### src/rtl/serdesphy_reset_sequencer.sv
// PHY bring-up sequencer: PLL reset -> PLL lock -> TX enable -> CDR reset -> CDR lock -> READY,
// with lock timeouts, bounded retry and lock-loss recovery. Single 24 MHz reference domain.
module serdesphy_reset_sequencer #(
    parameter int unsigned PLL_RST_CYCLES = 24,
    parameter int unsigned CDR_RST_CYCLES = 24,
    parameter int unsigned LOCK_TIMEOUT   = 2400,
    parameter int unsigned MAX_RETRY      = 3,
    parameter int unsigned CNT_W          = 16
) (
    input  logic       clk_ref_24m,
    input  logic       rst_n_24m,
    input  logic       phy_en_req,
    input  logic       pll_lock,
    input  logic       cdr_lock,
    output logic       phy_en,
    output logic       pll_rst,
    output logic       cdr_rst,
    output logic       tx_en,
    output logic       rx_en,
    output logic       ready,
    output logic       fault,
    output logic [2:0] state,
    output logic [1:0] retry_cnt
);

    typedef enum logic [2:0] {
        StIdle    = 3'd0,
        StPllRst  = 3'd1,
        StPllLock = 3'd2,
        StCdrRst  = 3'd3,
        StCdrLock = 3'd4,
        StReady   = 3'd5,
        StFault   = 3'd6
    } state_e;

    localparam logic [CNT_W-1:0] PllRstLast  = CNT_W'(PLL_RST_CYCLES - 1);
    localparam logic [CNT_W-1:0] CdrRstLast  = CNT_W'(CDR_RST_CYCLES - 1);
    localparam logic [CNT_W-1:0] TimeoutLast = CNT_W'(LOCK_TIMEOUT - 1);
    localparam logic [1:0]       MaxRetry    = 2'(MAX_RETRY);

    state_e           state_q, state_d;
    logic [CNT_W-1:0] timer_q, timer_d;
    logic [1:0]       retry_q, retry_d;
    logic [1:0]       pll_sync_q, cdr_sync_q;
    logic             pll_lock_s, cdr_lock_s;
    logic             timing_state;
    logic             lock_timeout;

    assign pll_lock_s = pll_sync_q[1];
    assign cdr_lock_s = cdr_sync_q[1];
    assign lock_timeout = (timer_q == TimeoutLast);

    always_comb begin
        state_d = state_q;
        retry_d = retry_q;
        if (!phy_en_req) begin
            state_d = StIdle;
        end else begin
            unique case (state_q)
                StIdle: begin
                    state_d = StPllRst;
                    retry_d = '0;
                end
                StPllRst: begin
                    if (timer_q == PllRstLast) state_d = StPllLock;
                end
                StPllLock: begin
                    if (pll_lock_s) begin
                        state_d = StCdrRst;
                    end else if (lock_timeout) begin
                        if (retry_q < MaxRetry) begin
                            retry_d = retry_q + 2'd1;
                            state_d = StPllRst;
                        end else begin
                            state_d = StFault;
                        end
                    end
                end
                StCdrRst: begin
                    if (timer_q == CdrRstLast) state_d = StCdrLock;
                end
                StCdrLock: begin
                    if (cdr_lock_s) begin
                        state_d = StReady;
                        retry_d = '0;
                    end else if (lock_timeout) begin
                        if (retry_q < MaxRetry) begin
                            retry_d = retry_q + 2'd1;
                            state_d = StCdrRst;
                        end else begin
                            state_d = StFault;
                        end
                    end else if (!pll_lock_s) begin
                        // PLL dropped underneath us: restart from the PLL, not a retry
                        state_d = StPllRst;
                    end
                end
                StReady: begin
                    if (!pll_lock_s) begin
                        state_d = StPllRst;
                    end else if (!cdr_lock_s) begin
                        state_d = StCdrRst;
                    end
                end
                StFault: state_d = StFault;
                default: state_d = StIdle;
            endcase
        end
    end

    assign timing_state = (state_q == StPllRst) || (state_q == StPllLock) ||
                          (state_q == StCdrRst) || (state_q == StCdrLock);

    always_comb begin
        timer_d = '0;
        if (state_d == state_q && timing_state) begin
            timer_d = timer_q + CNT_W'(1);
        end
    end

    always_ff @(posedge clk_ref_24m) begin
        if (!rst_n_24m) begin
            state_q    <= StIdle;
            timer_q    <= '0;
            retry_q    <= '0;
            pll_sync_q <= '0;
            cdr_sync_q <= '0;
        end else begin
            state_q    <= state_d;
            timer_q    <= timer_d;
            retry_q    <= retry_d;
            pll_sync_q <= {pll_sync_q[0], pll_lock};
            cdr_sync_q <= {cdr_sync_q[0], cdr_lock};
        end
    end

    always_comb begin
        phy_en  = 1'b0;
        pll_rst = 1'b0;
        cdr_rst = 1'b0;
        tx_en   = 1'b0;
        rx_en   = 1'b0;
        ready   = 1'b0;
        fault   = 1'b0;
        unique case (state_q)
            StIdle: begin
                pll_rst = 1'b1;
                cdr_rst = 1'b1;
            end
            StPllRst: begin
                phy_en  = 1'b1;
                pll_rst = 1'b1;
                cdr_rst = 1'b1;
            end
            StPllLock: begin
                phy_en  = 1'b1;
                cdr_rst = 1'b1;
            end
            StCdrRst: begin
                phy_en  = 1'b1;
                tx_en   = 1'b1;
                cdr_rst = 1'b1;
            end
            StCdrLock: begin
                phy_en = 1'b1;
                tx_en  = 1'b1;
            end
            StReady: begin
                phy_en = 1'b1;
                tx_en  = 1'b1;
                rx_en  = 1'b1;
                ready  = 1'b1;
            end
            StFault: begin
                pll_rst = 1'b1;
                cdr_rst = 1'b1;
                fault   = 1'b1;
            end
            default: begin
                pll_rst = 1'b1;
                cdr_rst = 1'b1;
            end
        endcase
    end

    assign state     = state_q;
    assign retry_cnt = retry_q;

endmodule
### config.mk
export PLATFORM = sky130hd
export DESIGN_NAME = serdesphy_reset_sequencer
export DESIGN_NICKNAME = d
export VERILOG_FILES = /design/src/rtl/serdesphy_reset_sequencer.sv
export SDC_FILE = /design/constraint.sdc
export NUM_CORES = 1
export LEC_CHECK = 0
export CORE_MARGIN = 5
export CORE_UTILIZATION = 55
export DETAILED_ROUTE_END_ITERATION = 10
export PLACE_DENSITY = 0.78
export SETUP_SLACK_MARGIN = 0.2
export SLEW_MARGIN = 30
export SYNTH_ARGS = -nofsm -noshare
export SYNTH_HDL_FRONTEND = slang
export SYNTH_SLANG_ARGS = --single-unit
### constraint.sdc
create_clock -name clk_ref_24m -period 2.8 [get_ports clk_ref_24m]
set_input_delay 0.84 -clock clk_ref_24m [delete_from_list [all_inputs] [get_ports clk_ref_24m]]
set_output_delay 0.84 -clock clk_ref_24m [all_outputs]
set_load 0.02 [all_outputs]
# After elaboration in Yosys (flattened, before gate mapping)
# Index checks and enable logic that the tools add are counted.
# word_totals
out_inout_bits	12
wordCells	54
register_bits	25
in_bits	5
# op_classes
n_reduce_logical	12
order_cmp	1
eq_ne	10
addsub	2
mux	24
# op_table
cell	count
3-bit 2-to-1 mux	12
3-bit case mux with 7 select lines	1
16-bit by 1-bit adder with 16-bit output (second input constant)	1
16-bit by 12-bit == test with 1-bit output (second input constant)	1
16-bit by 5-bit == test with 1-bit output (second input constant)	1
3-bit == test (second input constant)	3
2-bit 2-to-1 mux	4
3-bit by 2-bit == test with 1-bit output (second input constant)	2
1-bit 2-to-1 mux	6
2-bit case mux with 3 select lines	1
5-bit OR reduction	1
4-bit OR reduction	1
3-bit by 1-bit == test with 1-bit output (second input constant)	1
3-bit == test	1
3-bit logical NOT	1
1-bit logical OR	3
3-bit AND reduction	1
3-bit nonzero test	1
3-bit OR reduction	1
2-bit by 1-bit adder with 2-bit output (second input constant)	1
2-bit < comparator (second input constant)	1
2-bit != test (second input constant)	1
2-bit AND reduction	1
2-bit OR reduction	1
1-bit logical AND	1

# Depth between registers and ports, before layout
# depth
ltp_word	9
ltp_mapped	9
ltp_nobuf	7

# Least setup slack after synthesis
# No wires, ideal clock.
# synth_path
path_kind	register to output
from	register state_q[2], in the netlist state[2]
to	output rx_en
stages_incl_launch_ff	6
arrival_ns	1.493
required_time_ns	1.960
n_path_buf	2
path_slack_ns	0.467
cell_sequence	dfxtp_1 -> buf_4 -> and2b_1 -> inv_1 -> nor2_1 -> buf_4
# synth_between
elab_chain_cells	2
# synth_lines
element	line	text
start: declaration	41	state_e state_q, state_d;
start signal: assignment	123	state_q <= StIdle;
start signal: assignment	129	state_q <= state_d;
3-bit == test	-	
1-bit 2-to-1 mux	-	
end: declaration	19	output logic rx_en,
# No other way between the ends.

# Worst setup path after layout
# layout_path
from	register state_q[0], in the netlist state[0]
to	output fault
# layout_between
elab_chain_cells	2
# layout_lines
element	line	text
3-bit == test	145	unique case (state_q)
1-bit 2-to-1 mux	145	
end: declaration	21	output logic fault,
# No other way between the ends.

==> flow_summary_export.csv <==
group,metric,value,unit
status,status,"completed",
run,max-cap-violations,0,
route,drt_pass1_iterations,4,
cts,cts_made_buffers,3,
setup_path,critPathMaxFanout,11,
pwr,power.internal,435,µW
die,num_rows,19,
global_route,antenna_found_initial,0,
setup_path,cp-start-kind,"flop",
placed_design,place.gp.congestion,0.884,
die,initial_core_util,56.5,%
final_layout,final_cell_mix,"dfxtp_1 (22), nand2_1 (15), nor2_1 (14), xor2_1 (12), clkdlybuf4s50_1 (11)",
route,routed_wl,3280,µm
cts,cts.sinks,25,
global_route,grt_pass1_wl,5800,µm
die,die_y,62.7,µm
setup_path,cpPeakStageDelay,610,ps
pwr,p_leak,0.000653,µW
global_route,gr-total-overflow,0,
pwr,ir_worst_vdd,282,µV
final_layout,final_layout_size_suffix_gt1_share,18.3,%
setup_path,cp.required,1960,ps
final_layout,final_common_cell,"dfxtp_1",
synthesis,synthesis.nets,179,
timing,fin_crit_sh,88.6,%
placed_design,dpl.hpwl,2530,µm
final_layout,final_net_count,198,
pwr,p_sw_share,21.9,%
global_route,met3_usage,3.42,%
die,die_area,0.00394,mm²
global_route,grt_max_degree,17,
cts,cts_hold_buf,0,
global_route,track_usage,17.2,%
pwr,p_sw,122,µW
timing,drv_slew,0,
synthesis,synth-async-reset-ratio,0,%
timing,finClkSkew,12.1,ps
pwr,pwr-share-comb,7.5,%
synthesis,synth_cell_type_count,49,
final_layout,final_cell_count_no_fill,222,
synthesis,avgSynthCellArea,8.85,µm²
pwr,power_frac_seq,65.6,%
route,drc_errors,0,
synthesis,synth_edf_count,0,
setup_path,criticalPathCategory,"reg2out",
timing,slew-limit-headroom,64.4,%
route,drt_iter0_drc,58,
route,ant_nets,0,
cts,root_buffer,"clkbuf_4",
worst_hold_path,hold_class,"reg2reg",
setup_path,path_buf_inv,1,
timing,finalSetupViolations,0,
synthesis,synth_seq_cells,25,
setup_path,crit_family,"buffers and inverters",
setup_path,end_kind,"output pin",
setup_path,arrival,1640,ps
route,wire_per_inst,14.8,µm
die,core-area,0.00271,mm²
cts,clockBufferDepth,2,
final_layout,area_delta_synth_final,16.7,%
synthesis,synth-warning-count,0,
final_layout,diodes,0,
pwr,pwr-share-clk,26.9,%
cts,worstSkewPairLatency,300,ps
placed_design,place_inst,215,
cts,cts.clk_slew.worst_paths,130,ps
timing,fmax,403,MHz
global_route,use_met2,31.1,%
cts,htree_num_levels,1,
timing,worst_pin_slew,531,ps
synthesis,synthFlopType,"dfxtp_1",
synthesis,synth_seq_area_share,32.7,%
placed_design,numPortBuffers,16,
setup_path,slowest_stage,"clkdlybuf4s50_1",
timing,final.setup.tns,0,ps
timing,finalHoldViolCount,0,
synthesis,synth_area,0.00153,mm²
die,io_pins,17,
timing,rsz0062_at_grt,"false",
synthesis,syn_inst,173,
route,routed_via_density,6.02,
global_route,top_usage_layer,"met2",
timing,post-route-min-period,2480,ps
setup_path,path_cells,"nand2b_1 -> nor2_1 -> clkdlybuf4s50_1",
route,vias,1337,
global_route,grtUsageMet1,20.2,%
pwr,power_density,312,mW/mm²
cts,cts_tree,"built",
global_route,first_global_vias,1319,
die,die_width,62.7,µm
## area by class of cell
type	instances	area (µm²)
sequential	25	504
tap	31	38.8
inverter	4	15.0
multi-input combinational	133	951
clock buffer	4	26.3
timing repair buffer	25	250
fill	243	925
## worst paths after layout
path | slack, ps | cells after the start | from | end
worst max-delay path | 320 | 3 | state[0] | fault
worst min-delay path | 450 | 1 | cdr_sync_q[0] | cdr_sync_q[1]
worst max register to register | 460 | 8 | timer_q[0] | timer_q[6]
worst min register to register | 450 | 1 | cdr_sync_q[0] | cdr_sync_q[1]
## routing by layer
| metal | wire (µm) | vias to the layer above |
|---|---|---|
| li1 | - | 661 |
| met1 | 1390 | 641 |
| met2 | 1690 | 33 |
| met3 | 187 | 2 |
| met4 | 19 | 0 |
| met5 | 0 | - |
## cells in the mapped netlist (all sizes together) (2+ instances only)
master,number,area share (%)
xor2,12,6.9
and3,3,1.3
buf,8,3.9
mux2i,2,1.3
and2,6,2.5
o41ai,2,1.6
and4,3,1.7
inv,4,0.98
nand2,15,3.7
xnor2,3,1.7
o21ai,4,1.3
nor4,4,3.4
nor2,14,3.4
nor3b,3,1.8
a21oi,4,1.3
nand4,6,2.9
o211ai,4,2.0
nand3,9,2.9
nor3,21,11
dfxtp,25,33
clkbuf,3,0.74
## cell families (layout without fill, tap and decap cells)
family | Yosys count | after routing | share of synthesized area (%)
fa+ha+maj | 1 | 1 | 0.818
xor+xnor | 15 | 15 | 8.59
flops | 25 | 25 | 32.7
mux | 3 | 3 | 2.29
simple gates | 92 | 92 | 39.2
buf+inv | 15 | 33 | 5.64
compound gates | 22 | 22 | 10.7
## power by group through the flow
| stage | combinational, µW | clock, µW | sequential (µW) |
|---|---|---|---|
| floorplan | 25.2 | 0 | 371 |
| CTS | 38.9 | 160 | 365 |
| finish | 41.9 | 150 | 365 |
| global route | 45.2 | 180 | 366 |
| global placement | 36.7 | 0 | 373 |
| detailed placement | 38.0 | 0 | 373 |
## state kept, by name (all words and copies together), names as in the netlist
register,cells
cdr_sync_q,2
state,3
retry_cnt,2
pll_sync_q,2
timer_q,16
## timing repair
| item | CTS | global route |
|---|---|---|
| buffers inserted | 2 | 1 |
| endpoints found under the hold margin | 0 | 0 |
| pin swaps | 1 | 1 |
| endpoints found under the setup margin | 20 | 14 |
| gates resized for setup | 8 | 1 |
## per-stage QoR
step	hold slack [ps]	utilization (%)	total power [µW]	cell area [µm²]	worst slack, ps
CTS	458	65.1	564	1760	117
global placement	415	62.8	409	1700	166
global route	473	65.9	591	1790	230
detailed placement	426	62.8	411	1700	21.6
finish	454	65.9	557	1790	318
floorplan	412	-	396	1530	467
No activity file was read; power rests on OpenSTA's default activity.
